File: config.mk
export PLATFORM = sky130hd
export DESIGN_NAME = alu_control_pipe
export DESIGN_NICKNAME = d
export VERILOG_FILES = /design/src/rtl/alu_control_pipe.sv
export SDC_FILE = /design/constraint.sdc
export NUM_CORES = 1
export LEC_CHECK = 0
export ABC_AREA = 1
export ABC_CLOCK_PERIOD_IN_PS = 3600
export CAP_MARGIN = 30
export CORE_MARGIN = 2
export CORE_UTILIZATION = 30
export CTS_CLUSTER_SIZE = 20
export DETAILED_ROUTE_END_ITERATION = 6
export HOLD_SLACK_MARGIN = 0.1
export SYNTH_ARGS = -nofsm -noshare
export SYNTH_HDL_FRONTEND = slang
export SYNTH_SLANG_ARGS = --single-unit
File: constraint.sdc
create_clock -name clk -period 3.6 [get_ports clk]
set_clock_uncertainty 0.15 [all_clocks]
set_input_delay 0.36 -clock clk [delete_from_list [all_inputs] [get_ports clk]]
set_output_delay 0.36 -clock clk [all_outputs]
set_load 0.01 [all_outputs]
File: src/rtl/alu_control_pipe.sv
// alu_control_pipe: turns an ALUop / one-hot function code request into a
// registered ALU control code, using a valid/ready handshake on each side.
// ALUop 3'b111 is a multi-cycle class whose result appears MC_CYCLES cycles
// after it is accepted.
// Build option: define ALU_CTRL_ILLEGAL_TRAP_EN to drive the illegal flag.
// Without it, illegal is tied low and unlisted encodings decode silently to 0.
//
// state | meaning
// IDLE  | output register empty, ready for a request
// HOLD  | output register holds a valid result until it is consumed
// MULTI | multi-cycle op in flight, counting down to its result
module alu_control_pipe #(
    parameter int OP_W      = 3,
    parameter int FUNC_W    = 5,
    parameter int CTRL_W    = 5,
    parameter int MC_CYCLES = 4
) (
    input  logic              clk,
    input  logic              rst_n,
    input  logic              in_valid,
    output logic              in_ready,
    input  logic [OP_W-1:0]   ALUop,
    input  logic [FUNC_W-1:0] function_code,
    output logic              out_valid,
    input  logic              out_ready,
    output logic [CTRL_W-1:0] ALU_control_signal,
    output logic              illegal
);

    localparam int CNT_W = (MC_CYCLES > 1) ? $clog2(MC_CYCLES) : 1;

    typedef enum logic [1:0] {
        IDLE  = 2'd0,
        HOLD  = 2'd1,
        MULTI = 2'd2
    } state_t;

    state_t            state, state_nxt;
    logic [CNT_W-1:0]  cnt, cnt_nxt;
    logic [CTRL_W-1:0] code_q, code_nxt;
    logic              illegal_q, illegal_nxt;

    logic [2:0]        op_lo;
    logic [4:0]        func_lo;
    logic              op_hi_zero;
    logic              func_hi_zero;
    logic [4:0]        dec_code;
    logic              dec_illegal;
    logic              dec_multi;
    logic              accept;

    assign op_lo        = ALUop[2:0];
    assign func_lo      = function_code[4:0];
    assign op_hi_zero   = ((ALUop >> 3) == '0);
    assign func_hi_zero = ((function_code >> 5) == '0);

    // Decode the request into a 5-bit code; unlisted function codes give 0.
    always_comb begin
        dec_code    = 5'd0;
        dec_illegal = 1'b0;
        dec_multi   = 1'b0;
        if (!op_hi_zero) begin
            dec_illegal = 1'b1;
        end else begin
            case (op_lo)
                3'b000: dec_code = 5'd0;
                3'b001: begin
                    case ({func_hi_zero, func_lo})
                        6'b1_00001: dec_code = 5'd1;
                        6'b1_00010: dec_code = 5'd2;
                        6'b1_00100: dec_code = 5'd3;
                        6'b1_01000: dec_code = 5'd4;
                        6'b1_10000: dec_code = 5'd5;
                        default:    dec_illegal = 1'b1;
                    endcase
                end
                3'b010: begin
                    case ({func_hi_zero, func_lo})
                        6'b1_00001: dec_code = 5'd6;
                        6'b1_00010: dec_code = 5'd7;
                        6'b1_00100: dec_code = 5'd8;
                        default:    dec_illegal = 1'b1;
                    endcase
                end
                3'b011: begin
                    case ({func_hi_zero, func_lo})
                        6'b1_00001: dec_code = 5'd9;
                        6'b1_00010: dec_code = 5'd10;
                        6'b1_00100: dec_code = 5'd11;
                        default:    dec_illegal = 1'b1;
                    endcase
                end
                3'b100: begin
                    case ({func_hi_zero, func_lo})
                        6'b1_00001: dec_code = 5'd12;
                        6'b1_00010: dec_code = 5'd13;
                        default:    dec_illegal = 1'b1;
                    endcase
                end
                3'b101: begin
                    case ({func_hi_zero, func_lo})
                        6'b1_00001: dec_code = 5'd14;
                        6'b1_00010: dec_code = 5'd15;
                        6'b1_00100: dec_code = 5'd16;
                        default:    dec_illegal = 1'b1;
                    endcase
                end
                3'b110: dec_code = 5'd17;
                default: begin
                    dec_code  = 5'd18;
                    dec_multi = 1'b1;
                end
            endcase
        end
    end

    // in_ready is gated by rst_n so nothing is accepted while reset is held.
    always_comb begin
        in_ready = 1'b0;
        if (rst_n) begin
            case (state)
                IDLE:    in_ready = 1'b1;
                HOLD:    in_ready = out_ready;
                default: in_ready = 1'b0;
            endcase
        end
    end

    assign accept    = in_valid && in_ready;
    assign out_valid = (state == HOLD);

    // Next-state, countdown and output-register load.
    always_comb begin
        state_nxt   = state;
        cnt_nxt     = cnt;
        code_nxt    = code_q;
        illegal_nxt = illegal_q;
        case (state)
            IDLE, HOLD: begin
                if (accept) begin
                    // MC_CYCLES == 1 collapses the multi-cycle class into a
                    // plain single-cycle op.
                    if (dec_multi && (MC_CYCLES > 1)) begin
                        state_nxt = MULTI;
                        cnt_nxt   = CNT_W'(MC_CYCLES - 1);
                    end else begin
                        state_nxt = HOLD;
                        code_nxt  = CTRL_W'(dec_code);
`ifdef ALU_CTRL_ILLEGAL_TRAP_EN
                        illegal_nxt = dec_illegal;
`else
                        illegal_nxt = 1'b0;
`endif
                    end
                end else if (state == HOLD && out_ready) begin
                    // Result consumed with nothing behind it; keep the
                    // registers as they are.
                    state_nxt = IDLE;
                end
            end
            MULTI: begin
                cnt_nxt = cnt - CNT_W'(1);
                if (cnt == CNT_W'(1)) begin
                    state_nxt   = HOLD;
                    cnt_nxt     = '0;
                    code_nxt    = CTRL_W'(5'd18);
                    illegal_nxt = 1'b0;
                end
            end
            default: begin
                state_nxt = IDLE;
                cnt_nxt   = '0;
            end
        endcase
    end

    // State, counter and result registers; reset discards any op in flight.
    always_ff @(posedge clk or negedge rst_n) begin
        if (!rst_n) begin
            state     <= IDLE;
            cnt       <= '0;
            code_q    <= '0;
            illegal_q <= 1'b0;
        end else begin
            state     <= state_nxt;
            cnt       <= cnt_nxt;
            code_q    <= code_nxt;
            illegal_q <= illegal_nxt;
        end
    end

    assign ALU_control_signal = code_q;
    assign illegal            = illegal_q;

endmodule

# [Word-level counts from Yosys, hierarchy flattened]
# Index checks and enable logic that the tools add are counted.
# Widths: inputs -> output; s select.
[word_totals] register_bits=10 latchBits=0 mem_bits_rw=0 rom_bits=0 input_bits=12 mem_count=0
[classes] add_sub_neg=1 multipliers=0 n_div=0 n_lt_le_gt_ge=0 n_eq_ne=19 shift=0 n_mux=25 n_bitwise=0 n_reduce_logical=10
[op_table] cell="$pmux 5 s7" count=1
[op_table] cell="$pmux 4 s3" count=2
[op_table] cell="$mux 5" count=3
[op_table] cell="$pmux 3 s5" count=1
[op_table] cell="$pmux 5 s3" count=1
[op_table] cell="$mux 2" count=7
[op_table] cell="$pmux 5 s2" count=1
[op_table] cell="$eq 3x3->1 const B" count=3
[op_table] cell="$ne 2x2->1 const B" count=4
[op_table] cell="$pmux 2 s2" count=2
[op_table] cell="$pmux 4 s2" count=1
[op_table] cell="$reduce_or 7->1" count=1
[op_table] cell="$eq 3x2->1 const B" count=2
[op_table] cell="$eq 5x1->1 const B" count=1
[op_table] cell="$eq 5x2->1 const B" count=1
[op_table] cell="$eq 5x3->1 const B" count=1
[op_table] cell="$eq 5x4->1 const B" count=1
[op_table] cell="$eq 5x5->1 const B" count=1
[op_table] cell="$eq 2x1->1 const B" count=2
[op_table] cell="$mux 1" count=4
[op_table] cell="$pmux 1 s2" count=2
[op_table] cell="$reduce_and 2->1" count=2
[op_table] cell="$reduce_and 4->1" count=1
[op_table] cell="$eq 3x1->1 const B" count=1
[op_table] cell="8 further kinds" count=9

# [Longest topological paths before layout]
# Gate-level depths: netlist of the first run.
[logic_depth] ltp_word=6 ltp_mapped=9

# [Worst setup path after synthesis of the first run]
# Ideal clock, no wire load.
[synth_timing] path_type="reg-to-reg" start="register state[1]" end="register code_q[0] (netlist: ALU_control_signal[0])" arrival_ns=1.019 required_ns=3.334 path_slack_ns=2.315 stages_incl_launch_ff=9 path_buffers=0 synth_period_minus_slack_ns=1.285 cell_sequence="dfrtp_1 nor2_1 nand3_2 nor2_4 inv_2 nand2_2 inv_2 nand2_1 nand2_1"
[synth_via] elab_chain_len=6
[synth_lines] element="start, declared" line="38" text="state_t state, state_nxt;"
[synth_lines] element="start signal, assigned" line="185" text="state <= state_nxt;"
[synth_lines] element="$eq 2x1->1 or $logic_not 2->1 (tied branches)" line="121, 138"
[synth_lines] element="$pmux 1 s2" line="121" text="case (state)"
[synth_lines] element="$mux 1" line="120" text="if (rst_n) begin"
[synth_lines] element="$logic_and 1x1->1" line="129" text="assign accept = in_valid && in_ready;"
[synth_lines] element="$ne 2x2->1 (no line)"
[synth_lines] element="$reduce_and 4->1 (no line)"
[synth_lines] element="end signal, assigned" line="187" text="code_q <= code_nxt;"
[synth_lines] element="end, declared" line="40" text="logic [CTRL_W-1:0] code_q, code_nxt;"
# Parallel ways exist; a longest one is shown, timed or not.
# A chain may end at the register's enable or synchronous reset.

# [Worst setup path in the final report of the first run]
[layout_timing] start="input rst_n" end="output in_ready"
[layout_via] elab_chain_len=1
[layout_lines] element="start, declared" line="19" text="input logic rst_n,"
[layout_lines] element="$mux 1" line="120"
[layout_lines] element="end, declared" line="21" text="output logic in_ready,"
# No other way between the ends.

==> results of run 1 <==
[worst max path at each step]
stage	cells past startpoint	slack, ns	to	from
after detailed placement	4	1.23	in_ready	rst_n
final	4	1.27	in_ready	rst_n
after floorplan	8	2.31	ALU_control_signal[0]$_DFFE_PN0P_	state[1]$_DFFE_PN0P_
after global routing	4	1.11	in_ready	rst_n
after CTS	4	1.23	in_ready	rst_n
after global placement	4	1.25	in_ready	rst_n
[worst reg2reg max path, cell delays in order, from the launching register on]
cell and delay (ns):
dfrtp_1 0.43, nor2_1 0.14, nand3_2 0.14, nor2_4 0.17, inv_2 0.06, nand2_2 0.07
inv_2 0.06, nand2_1 0.06, nand2_1 0.05
[flip-flops by register name, summed over array words and instances (netlist names)]
register / flops
ALU_control_signal: 5
state: 2
cnt: 2
[cell families (layout without fill, tap and decap cells)]
| kind of cell | count (synthesis) | in the layout | share of synthesized area |
|---|---|---|---|
| flip-flops | 9 | 9 | 0.306 |
| adder cells (fa/ha/maj) | 1 | 1 | 0.0170 |
| other | 1 | 1 | 0.00509 |
| AND/OR/NAND/NOR | 88 | 88 | 0.511 |
| AO/OA/AOI/OAI | 7 | 7 | 0.0543 |
| buffers and inverters | 20 | 41 | 0.107 |
[cell type report]
type,count,area [µm²],share of cell area
flip-flops and latches,9,225,0.232
clock buffers,4,26.3,0.0271
inverters,19,71.3,0.0735
well taps,28,35.0,0.0361
multi-input cells,97,433,0.446
repair buffers,18,180,0.186
[placed cells by master, fill, tap and decap left out, drive strengths merged]
cell	Yosys	layout
nand3b	1	1
dfrtp	9	9
nand2	49	49
clkdlybuf4s50	0	18
nand3	14	14
clkbuf	0	4
conb	1	1
ha	1	1
o21a	1	1
nor2	23	23
nand4	1	1
inv	19	19
o211ai	1	1
o21ai	5	5
[per-layer routing]
layer	vias up	global-route usage	routed length, µm
met5	-	0	0
met4	0	0.0128	0
met1	360	0.177	849
li1	424	-	-
met2	18	0.193	699
met3	0	0.0417	81
[metrics by stage]
step | std cells | total power, µW | instance area, µm² | worst slack (ns) | hold slack [ns]
after floorplan | 126 | 243 | 737 | 2.31 | -0.0856
after global placement | 171 | 318 | 945 | 1.25 | 0.307
after detailed placement | 171 | 320 | 945 | 1.23 | 0.321
after CTS | 175 | 398 | 971 | 1.23 | 0.269
final | 175 | 394 | 971 | 1.27 | 0.260
after global routing | 175 | 428 | 971 | 1.11 | 0.284
[power by group through the flow]
stage / logic (µW) / registers, µW / clock network [µW]
4_1_cts: 169 / 150 / 78.5
3_5_place_dp: 169 / 151 / 0
5_1_grt: 188 / 154 / 85.7
3_3_place_gp: 166 / 152 / 0
6_report: 168 / 150 / 76.1
2_1_floorplan: 88.3 / 154 / 0
==> flow_summary.ini, run 1 <==
[cts]
cts_htree_levels = 1
clock_latency_ns = 0.26
post-cts-setup-buffer-count = 0
clock_path_buffers = 2
holdBufCountCts = 0
ctsResizeCount = 0
cts_buffers = 3
cts_tree = done
clock-sinks = 9
cts.reportedPaths.clkPinSlew_ns = 0.06
cts_root_buf = clkbuf_4

[synthesis]
synth_area_um2 = 737
ys_seq_area_frac = 0.306
ys_ff_latch = 9
synth.area.top_cells = dfrtp_1, nand2_1, nor2_1
ys_warn_count = 0
async_flop_share = 1.00
yosysMostFrequentCell = nand2_1
yosys.cell_types.count = 18
synth_edf_count = 0
syn-instance-count = 126
syn-mean-instance-area_um2 = 5.85
synth_ff_type = dfrtp_1
synth_common_cells = nand2_1, nor2_1, inv_1, nand3_1, dfrtp_1
yosys.area.top_type = dfrtp_1
syn_nets = 139
synth_top_area_share = 0.306

[power_and_ir_drop]
pwr-share-comb = 0.426
seq_power_share = 0.381
p_clk_frac = 0.193
total_leakage_power_uw = 0.000518
vdd_drop_max_mv = 0.276
power.internal_uw = 256
p_sw_uw = 138
power.density_nw_per_um2 = 406
swShare = 0.350

[hold_path]
hold_path.class = input pin to asynchronous set/reset pin

[worst_setup_path]
cp-end-kind = output port
r2r_cells = 8
start_kind = input pin
arrival_ns = 1.82
worst_path_most_repeated_cell = clkdlybuf4s50_1
worst_ep_required_time_ns = 3.09
ff2ff_setup_slack_ns = 2.17
worstPathMaxFanout = 11
worst_r2r_endpoint = ALU_control_signal[3]$_DFFE_PN0P_
crit_chain = clkdlybuf4s50_1, nand2_1, nor2_1, clkdlybuf4s50_1
critical_path_class = input pin to output port
critPathMaxStageDelay_ns = 0.74
crit_buf_inv = 2
rr_startpoint = state[1]$_DFFE_PN0P_
critPathTopFamily = buffers and inverters
slowest_stage = clkdlybuf4s50_1

[timing]
tns_ns = 0
slew_violations = 0
final.period_utilization = 0.647
setup_viol = 0
max_freq_mhz = 430
fin_crit_ns = 2.33
hold_viol = 0
rsz0062_at_grt = no

[floorplanning]
core_um2 = 2280
die_h_um = 53.6
die_area_um2 = 2870
die_width_um = 53.6
start_util = 0.324
ios = 20
placementRows = 17

[placement]
hpwlAfterDp_mm = 1.32
io_buffers = 18
place_congestion = 0.739

[global_routing]
overflow = 0
grt_pass1_vias = 659
grt_pass1_wl_mm = 2.67
grt_usage = 0.126
antenna_found_initial = 0
grt_max_degree = 12

[route]
avgRoutedWirePerCell_um = 9.31
routed_wl_mm = 1.63
vias = 802
ant_nets = 0
first_iter_violations = 32
firstDrtPassIters = 4
viasPerCell = 4.58
route.detailed.drc = 0

[finish]
drive_above_1_share = 0.0680
areaGrowthSynthToFinish_pct = 31.7
fill_cells = 241
antenna_cells = 0
finalNetCount = 161
finalCoreUtilization = 0.427

[run]
max_cap_viol_count = 0

[status]
status = completed
(Power assumes the default switching activity.)
==> run 2: changes to the inputs <==
--- a/config.mk
+++ b/config.mk
@@ -6,7 +6,7 @@
 export NUM_CORES = 1
 export LEC_CHECK = 0
 export ABC_AREA = 1
-export ABC_CLOCK_PERIOD_IN_PS = 3600
+export ABC_CLOCK_PERIOD_IN_PS = 2300
 export CAP_MARGIN = 30
 export CORE_MARGIN = 2
 export CORE_UTILIZATION = 30
==> constraint.sdc (replaced) <==
create_clock -name clk -period 2.3 [get_ports clk]
set_clock_uncertainty 0.15 [all_clocks]
set_input_delay 0.23 -clock clk [delete_from_list [all_inputs] [get_ports clk]]
set_output_delay 0.23 -clock clk [all_outputs]
set_load 0.01 [all_outputs]
==> flow_summary.ini, run 2 (synthesized netlist as in run 1, its figures left out) <==
[cts]
clock-sinks = 9
holdBufCountCts = 0
cts_htree_levels = 1
clock_path_buffers = 2
cts_buffers = 3
cts_tree = done
cts.reportedPaths.clkPinSlew_ns = 0.07
cts_root_buf = clkbuf_4
clock_latency_ns = 0.26
post-cts-setup-buffer-count = 0
ctsResizeCount = 0

[finish]
ff_latch_area_um2 = 225
largest_reg_flops = 5
drive_above_1_share = 0.0811
finalCoreUtilization = 0.430
areaGrowthSynthToFinish_pct = 32.9
layout_common_cells = nand2_1, nor2_1, clkdlybuf4s50_1
layout.cells.most_common = nand2_1
fill_cells = 226
multiInputGateArea_um2 = 433
design_area_um2 = 980
antenna_cells = 0
finalNetCount = 162

[power_and_ir_drop]
power.density_nw_per_um2 = 641
pwr-share-comb = 0.425
seq_power_share = 0.374
power.internal_uw = 399
p_clk_frac = 0.201
swShare = 0.364
vdd_drop_max_mv = 0.457
p_sw_uw = 229
total_leakage_power_uw = 0.000525

[route]
route.detailed.drc = 0
routed_wl_mm = 1.73
first_iter_violations = 22
avgRoutedWirePerCell_um = 9.84
firstDrtPassIters = 4
ant_nets = 0
vias = 808
viasPerCell = 4.59

[global_routing]
antenna_found_initial = 0
grt_usage = 0.148
grt_pass1_wl_mm = 3.04
overflow = 0
grt_pass1_vias = 732
grt_max_degree = 10

[placement]
hpwlAfterDp_mm = 1.37
io_buffers = 18
place_ws_ns = 0.406
place_congestion = 0.735
placed_cell_area_um2 = 952

[worst_setup_path]
start_kind = input pin
worst_ep_required_time_ns = 1.92
critPathTopFamily = buffers and inverters
arrival_ns = 1.51
critPathMaxStageDelay_ns = 0.54
crit_buf_inv = 3
critical_path_class = input pin to output port
r2r_cells = 8
cp.depth = 6
slowest_stage = clkdlybuf4s50_1
cp-end-kind = output port
crit_chain = clkdlybuf4s50_1, inv_1, nand2_1, nand2_1, nor2_1, clkdlybuf4s50_1
worstPathMaxFanout = 2
ff2ff_setup_slack_ns = 0.87

[timing]
rsz0062_at_grt = no
max_freq_mhz = 530
hold_viol = 0
whs_ns = 0.175
setup_viol = 0
tns_ns = 0
setup_slack_ns = 0.412
slew_violations = 0
fin_crit_ns = 1.89
final.period_utilization = 0.821

[floorplanning]
placementRows = 17
die_area_um2 = 2870
die_h_um = 53.6
ios = 20
core_um2 = 2280
start_util = 0.324
die_width_um = 53.6

[run]
max_cap_viol_count = 0

[hold_path]
hold_path.class = input pin to asynchronous set/reset pin

[status]
status = completed
[run 2: area by class of cell]
class                      count  area share
multi-input combinational     97       0.442
sequential                     9       0.230
timing repair buffer          19       0.192
inverter                      19      0.0728
tap                           28      0.0358
clock buffer                   3      0.0230
clock inverter                 1     0.00511
[run 2: worst paths after layout]
check / to / startpoint
max in group asynchronous: ALU_control_signal[3]$_DFFE_PN0P_ / rst_n
min in group clk: ALU_control_signal[4]$_DFFE_PN0P_ / ALU_control_signal[4]$_DFFE_PN0P_
worst max-delay path: in_ready / out_ready
worst max register to register: ALU_control_signal[3]$_DFFE_PN0P_ / state[1]$_DFFE_PN0P_
worst min-delay path: state[1]$_DFFE_PN0P_ / rst_n
worst min register to register: ALU_control_signal[4]$_DFFE_PN0P_ / ALU_control_signal[4]$_DFFE_PN0P_
[run 2: per-layer routing]
metal  share of wire  routed length (µm)  GRT usage
met3           0.060                 104     0.0639
met5               0                   0          0
met1            0.50                 864      0.189
met2            0.44                 763      0.235
met4               0                   0     0.0256
[run 2: power by group through the flow]
| stage | registers, µW | clock network, µW | logic, µW |
|---|---|---|---|
| 2_1_floorplan | 241 | 0 | 138 |
| 5_1_grt | 242 | 144 | 300 |
| 3_5_place_dp | 238 | 0 | 264 |
| 3_3_place_gp | 237 | 0 | 259 |
| 6_report | 235 | 126 | 267 |
| 4_1_cts | 236 | 130 | 270 |
[run 2: metrics by stage]
stage,power [µW],instances
2_1_floorplan,380,126
3_5_place_dp,502,172
6_report,628,176
4_1_cts,636,176
3_3_place_gp,496,172
5_1_grt,685,176
==> run 3: changes to the inputs <==
--- a/config.mk
+++ b/config.mk
@@ -6,7 +6,7 @@
 export NUM_CORES = 1
 export LEC_CHECK = 0
 export ABC_AREA = 1
-export ABC_CLOCK_PERIOD_IN_PS = 2300
+export ABC_CLOCK_PERIOD_IN_PS = 1900
 export CAP_MARGIN = 30
 export CORE_MARGIN = 2
 export CORE_UTILIZATION = 30
==> constraint.sdc (replaced) <==
create_clock -name clk -period 1.9 [get_ports clk]
set_clock_uncertainty 0.15 [all_clocks]
set_input_delay 0.19 -clock clk [delete_from_list [all_inputs] [get_ports clk]]
set_output_delay 0.19 -clock clk [all_outputs]
set_load 0.01 [all_outputs]
==> flow_summary.ini, run 3 (synthesized netlist as in run 1, its figures left out) <==
[timing]
fin_crit_ns = 1.82
final.period_utilization = 0.958
setup_viol = 0
hold_viol = 0
rsz0062_at_grt = no
tns_ns = 0
max_freq_mhz = 549
setup_slack_ns = 0.0790
slew_violations = 0

[route]
route.detailed.drc = 0
routed_wl_mm = 1.73
ant_nets = 0
firstDrtPassIters = 4
viasPerCell = 4.63
avgRoutedWirePerCell_um = 9.80
first_iter_violations = 8
vias = 815

[global_routing]
grt_usage = 0.141
grt_pass1_wl_mm = 3.03
overflow = 0
grt_pass1_vias = 759
grt_max_degree = 10
antenna_found_initial = 0

[placement]
hpwlAfterDp_mm = 1.43
place_ws_ns = 0.105
place_congestion = 0.739
io_buffers = 18

[cts]
cts.reportedPaths.clkPinSlew_ns = 0.06
clock_path_buffers = 2
cts_root_buf = clkbuf_4
holdBufCountCts = 0
clock-sinks = 9
clock_latency_ns = 0.26
post-cts-setup-buffer-count = 0
cts_buffers = 3
ctsResizeCount = 0
cts_tree = done
cts_htree_levels = 1

[status]
status = completed

[worst_setup_path]
critPathTopFamily = buffers and inverters
critical_path_class = input pin to output port
arrival_ns = 1.48
start_kind = input pin
crit_chain = clkdlybuf4s50_1, inv_1, nand2_1, nand2_1, nor2_1, clkdlybuf4s50_1
slowest_stage = clkdlybuf4s50_1
worst_ep_required_time_ns = 1.56
worstPathMaxFanout = 2
crit_buf_inv = 3
critPathMaxStageDelay_ns = 0.55
cp-end-kind = output port

[floorplanning]
die_area_um2 = 2870
core_um2 = 2280
die_width_um = 53.6
placementRows = 17
die_h_um = 53.6
ios = 20
start_util = 0.324

[power_and_ir_drop]
power.density_nw_per_um2 = 767
vdd_drop_max_mv = 0.594
total_leakage_power_uw = 0.000525

[finish]
areaGrowthSynthToFinish_pct = 32.9
layout_common_cells = nand2_1, nor2_1, clkdlybuf4s50_1
drive_above_1_share = 0.0811
antenna_cells = 0
largest_reg_flops = 5
layout.cells.most_common = nand2_1
finalNetCount = 162

[hold_path]
hold_path.class = input pin to asynchronous set/reset pin

[run]
max_cap_viol_count = 0
## run 3: final timing paths
kind | start | endpoint | slack [ns] | depth (start not counted)
min in group clk | ALU_control_signal[4]$_DFFE_PN0P_ | ALU_control_signal[4]$_DFFE_PN0P_ | 0.33 | 2
max | out_ready | in_ready | 0.08 | 6
max reg2reg | state[1]$_DFFE_PN0P_ | ALU_control_signal[4]$_DFFE_PN0P_ | 0.47 | 8
min | rst_n | cnt[1]$_DFFE_PN0P_ | 0.13 | 2
max in group asynchronous | rst_n | ALU_control_signal[4]$_DFFE_PN0P_ | 1.33 | 2
min reg2reg | ALU_control_signal[4]$_DFFE_PN0P_ | ALU_control_signal[4]$_DFFE_PN0P_ | 0.33 | 2
## run 3: final cells by class
type                       instances  area, µm²
fill                             248       1300
clock inverter                     1       5.00
inverter                          19       71.3
multi-input combinational         97        433
clock buffer                       3       22.5
sequential                         9        225
timing repair buffer              19        188
tap                               28       35.0
## run 3: layer usage
metal	GRT usage	vias up	share of wire
met4	0	0	0
met3	0.0500	0	0.046
met1	0.199	369	0.51
met2	0.222	16	0.45
met5	0	-	0
li1	-	430	-
## run 3: worst reg2reg max path: cells and delay by family (launching register included)
| family | cells | cell delay, ns |
|---|---|---|
| DFF | 1 | 0.43 |
| buffers and inverters | 2 | 0.12 |
| and+or+nand+nor | 6 | 0.63 |
## run 3: metrics by stage
step / area (µm²) / std cells / hold WS (ns) / util / total power [µW]
after detailed placement: 952 / 172 / 0.313 / 0.418 / 612
after floorplan: 737 / 126 / -0.256 / - / 460
after CTS: 980 / 176 / 0.114 / 0.430 / 763
after global routing: 980 / 176 / 0.153 / 0.430 / 821
final: 980 / 176 / 0.134 / 0.430 / 752
after global placement: 952 / 172 / 0.306 / 0.418 / 601
## run 3: where the power goes
part / total (µW) / internal, µW / switching, µW
sequential: 285 / 249 / 36.1
clock: 145 / 77.6 / 67.8
combinational: 322 / 157 / 165
==> edit 1, RTL diff (config.mk and constraints of run 2) <==
The parameter `MC_CYCLES` goes from 4 to 8.
--- a/src/rtl/alu_control_pipe.sv
+++ b/src/rtl/alu_control_pipe.sv
@@ -13,7 +13,7 @@
     parameter int OP_W      = 3,
     parameter int FUNC_W    = 5,
     parameter int CTRL_W    = 5,
-    parameter int MC_CYCLES = 4
+    parameter int MC_CYCLES = 8
 ) (
     input  logic              clk,
     input  logic              rst_n,
Formal check against the unedited RTL: not equivalent (a bounded check fails within 10 cycles, from zero or initial values and one cycle with rst_n low).
==> edit 1 against run 2 <==
Critical path depth stayed put; largest power group is now sequential cells; synthesized area increased by 1.2%; sequential cell count rose by 1; fmax down 1.6%; largest cell class unchanged; sequential share of layout area grew 2.4 points; first-iteration DRC count is 45% lower; final area increased by 0.64%; count of clock-buffer cells in the layout stayed put; setup slack worse by 0.030 ns; combinational power is 7.5% lower; routed wire length shrank 0.29%; total power decreased by 2.4%; hold slack got worse by 0.024 ns.
==> edit 1: results <==
group,metric,value,unit
finish,seq_area,250.2,sq um
global_routing,grt.total_usage,13.90,%
clock_tree,clkSinkCount,10,
global_routing,grt_util_met3,3.333,%
finish,clk_share,2.284,%
clock_tree,clk_path_buf_depth,2,
drt,wl_met2,894,um
placed_design,dpl-instance-area,963.4,sq um
finish,fin_nets,152,
global_routing,grt_max_degree,12,
logic_synthesis,synth_xor_xnor_area_share,1.174,%
logic_synthesis,syn_inst,115,
placed_design,dp.cells,163,
setup_path,cp_max_fo,3,
finish,buffers,19,
drt,dr.first_iter.drc_count,12,
logic_synthesis,synthTopCellsByCount,"nand2_1 (35), inv_1 (17), nand3_1 (17)",
finish,largest_reg_flops,5,
logic_synthesis,synth_nets,129,
placed_design,hpwl,1.463,mm
global_routing,use_met1,13.99,%
power,power_density,621.5,nW/um^2
finish,multi_input_area_share,42.64,%
logic_synthesis,synth_area_leaders,"dfrtp_1 (34%), nand2_1 (18%), nand3_1 (11%), inv_1 (8.6%), nor2_1 (6.5%)",
power,power_frac_clock,18.8,%
finish,synthToLayoutAreaGrowth,32.21,%
drt,wl_met1,744,um
global_routing,grt_pass1_wl,2.842,mm
power,internal_power,0.0004013,W
placed_design,gp_congestion,0.7511,
outcome,status,"finished clean",
finish,nClkBuffers,3,
global_routing,grtUsageMet2,26.42,%
finish,multi_input_cells,86,
drt,top_layer_used,"met4",
finish,design_area,985.9,sq um
drt,vias,772,
setup_path,crit_arrival,1.54,ns
logic_synthesis,seq_area_frac_synth,33.56,%
finish,non_clock_inverter_count,18,
drt,drt_wl_total,1.727,mm
clock_tree,cts_setup_buffers,0,
placed_design,dp_slack,0.3699,ns
finish,nFillCells,262,
logic_synthesis,synthAdderAreaFrac,3.356,%
finish,drive_gt1_share,8.088,%
finish,final_cell_count_no_fill,166,
power,p_seq,0.000251,W
[edit 1: worst register-to-register path, cell delays in order (launching register included)]
cell and delay, ns:
dfrtp_1 0.36, inv_1 0.09, ha_1 0.15, inv_1 0.03, nor2_1 0.16, nand3_1 0.26
nand3_1 0.17, nand2_1 0.06
[edit 1: final timing paths]
path                                                        start                                 to  slack, ns  cells past startpoint
max in group asynchronous                                   rst_n                 cnt[0]$_DFFE_PN0P_       1.70                      2
worst max register to register                 cnt[1]$_DFFE_PN0P_  ALU_control_signal[0]$_DFFE_PN0P_       0.75                      7
worst min-delay path                                        rst_n               state[0]$_DFFE_PN0P_       0.15                      2
worst max-delay path                                    out_ready                           in_ready       0.38                      6
worst min register to register  ALU_control_signal[4]$_DFFE_PN0P_  ALU_control_signal[4]$_DFFE_PN0P_       0.37                      2
min in group clk                ALU_control_signal[4]$_DFFE_PN0P_  ALU_control_signal[4]$_DFFE_PN0P_       0.37                      2
==> edit 2, RTL diff (settings of run 2) <==
Without the edit above. Encoding of `state_t`: now one-hot (3 bits for 3 states).
--- a/src/rtl/alu_control_pipe.sv
+++ b/src/rtl/alu_control_pipe.sv
@@ -29,10 +29,10 @@
 
     localparam int CNT_W = (MC_CYCLES > 1) ? $clog2(MC_CYCLES) : 1;
 
-    typedef enum logic [1:0] {
-        IDLE  = 2'd0,
-        HOLD  = 2'd1,
-        MULTI = 2'd2
+    typedef enum logic [2:0] {
+        IDLE  = 3'b001,
+        HOLD  = 3'b010,
+        MULTI = 3'b100
     } state_t;
 
     state_t            state, state_nxt;
Behaviour: same outputs for any inputs over 10 cycles, from zero or initial values and one cycle with rst_n low; not proved beyond that.
==> edit 2 against run 2 <==
Hold slack got worse by 0.025 ns; sequential cell count rose by 1; setup slack got worse by 0.16 ns; final area rose by 5.2%; first-iteration DRC count fell by 9.1%; synthesized area rose by 6.8%; largest cell class unchanged; fmax fell by 7.7%; register-to-register slack got worse by 0.17 ns; routed wire length rose by 1.9%; cell count fell by 3.4%; via count rose by 0.25%.
Power is not compared: it rests on default switching activity, and its combinational part moved more than twofold at a synthesized area within 25%.
==> edit 2: results <==
group,metric,value,unit
power,cellLeakagePower,0.5124,nW
clock_tree,clk_path_buf_depth,2,
logic_synthesis,synthAdderAreaFrac,1.590,%
placed_design,gp_congestion,0.7683,
logic_synthesis,synth_cell_types,22,
global_routing,grt_max_degree,13,
logic_synthesis,synth.mux.area_fraction,0,%
clock_tree,clk_pin_slew,0.07,ns
logic_synthesis,synthTopCellsByCount,"nand2_1 (30), inv_1 (13), nand3_1 (13)",
logic_synthesis,synth_nets,131,
logic_synthesis,synth_compound_area_share,14.15,%
placed_design,io_buffer_count,18,
finish,largest_reg_flops,5,
finish,nFillCells,272,
clock_tree,cts_buffers,3,
logic_synthesis,ys_warn_count,0,
logic_synthesis,ys_dominant_reg_cell,"dfrtp_1",
drt,vias_per_cell,4.765,
logic_synthesis,async_flop_share,100.0,%
finish,fin_nets,154,
setup_path,crit_path_max_incr_delay,0.56,ns
power,vdd_drop_max,548.9,uV
drt,dr.first_iter.drc_count,20,
finish,drive_gt1_share,14.29,%
global_routing,grt_pass1_wl,3.049,mm
logic_synthesis,synth_xor_xnor_area_share,0,%
clock_tree,insertion_delay,0.26,ns
global_routing,antenna_found_initial,0,
clock_tree,htree_num_levels,1,
placed_design,dpl-instance-area,1005,sq um
setup_path,critPathTopFamily,"buffers and inverters",
setup_path,crit_path_top_delay_cell,"clkdlybuf4s50_1",
outcome,status,"finished clean",
clock_tree,post_cts_resized,0,
global_routing,grt.total_usage,12.43,%
logic_synthesis,synth_area_leaders,"dfrtp_1 (29%), nand2_1 (14%), nand3_1 (8.3%), a21oi_1 (7.0%), nand3_2 (6.4%)",
worst_hold_path,hp-class,"input pin to async pin",
global_routing,grt_pass1_vias,726,
logic_synthesis,seq_area_frac_synth,31.96,%
drt,firstDrtPassIters,4,
clock_tree,root_buffer,"clkbuf_4",
drt,drt_wl_total,1.765,mm
timing,final-max-slew-violation-count,0,
setup_path,cp_max_fo,3,
clock_tree,cts_setup_buffers,0,
placed_design,hpwl,1.492,mm
power,p_sw,0.0004100,W
setup_path,crit_arrival,1.66,ns
finish,antenna_cells,0,
[edit 2: layout make-up]
class | count | area (sq um) | share of cell area [%]
Clock buffer | 4 | 26.28 | 2.549
Timing Repair Buffer | 19 | 187.7 | 18.20
Inverter | 18 | 67.56 | 6.553
Sequential cell | 10 | 251.5 | 24.39
Multi-Input combinational cell | 89 | 460.4 | 44.66
Tap cell | 30 | 37.54 | 3.641
[edit 2: worst register-to-register path: stages (launching register included)]
cell and delay (ns):
dfstp_2 0.55, nand3_2 0.12, nand2_4 0.15, inv_2 0.06, a21oi_4 0.14, nand3_2 0.17, nand2_1 0.09, o21ai_1 0.06
[edit 2: per-stage QoR]
| step | power, W | instances | hold slack, ns | setup WS [ns] | utilization [%] |
|---|---|---|---|---|---|
| final | 0.0009380 | 170 | 0.1506 | 0.2556 | 41.62 |
| after global routing | 0.001021 | 170 | 0.1520 | 0.1939 | 41.62 |
| after CTS | 0.0009488 | 170 | 0.1522 | 0.2482 | 41.62 |
| after detailed placement | 0.0008245 | 166 | 0.3229 | 0.3753 | 40.56 |
| after global placement | 0.0008102 | 166 | 0.3165 | 0.3790 | 40.56 |
| after floorplan | 0.0006439 | 118 | -0.2156 | 0.8288 | - |
[edit 2: cell families after synthesis]
logic type                 count (synthesis)
AOI/OAI and AO/OA                         18
adders and majority gates                  1
buffers and inverters                     19
DFF                                       10
other                                      1
and+or+nand+nor                           69
[edit 2: power groups by stage]
stage	clock network, W	registers [W]	logic (W)
after floorplan	0	0.000288	0.000356
after detailed placement	0	0.000283	0.000542
final	0.000123	0.000279	0.000536
after global placement	0	0.000281	0.000529
after global routing	0.000138	0.000287	0.000596
after CTS	0.000126	0.000280	0.000543
[edit 2: layer usage]
layer  routed length [um]  global-route usage [%]  vias up
met4                   12                   3.136        0
met3                   83                   4.450        2
li1                     -                       -      429
met2                  930                   23.81       20
met5                    0                       0        -
met1                  738                   12.54      359
[edit 2: worst paths after layout]
kind | from | endpoint | slack (ns) | cells after the start
min in group clk | ALU_control_signal[3]$_DFFE_PN0P_ | ALU_control_signal[3]$_DFFE_PN0P_ | 0.33 | 2
max in group asynchronous | rst_n | state[0]$_DFFE_PN1P_ | 1.62 | 2
worst max-delay path | state[0]$_DFFE_PN1P_ | in_ready | 0.26 | 3
worst min register to register | ALU_control_signal[3]$_DFFE_PN0P_ | ALU_control_signal[3]$_DFFE_PN0P_ | 0.33 | 2
worst max register to register | state[0]$_DFFE_PN1P_ | ALU_control_signal[4]$_DFFE_PN0P_ | 0.70 | 7
worst min-delay path | rst_n | ALU_control_signal[0]$_DFFE_PN0P_ | 0.15 | 2
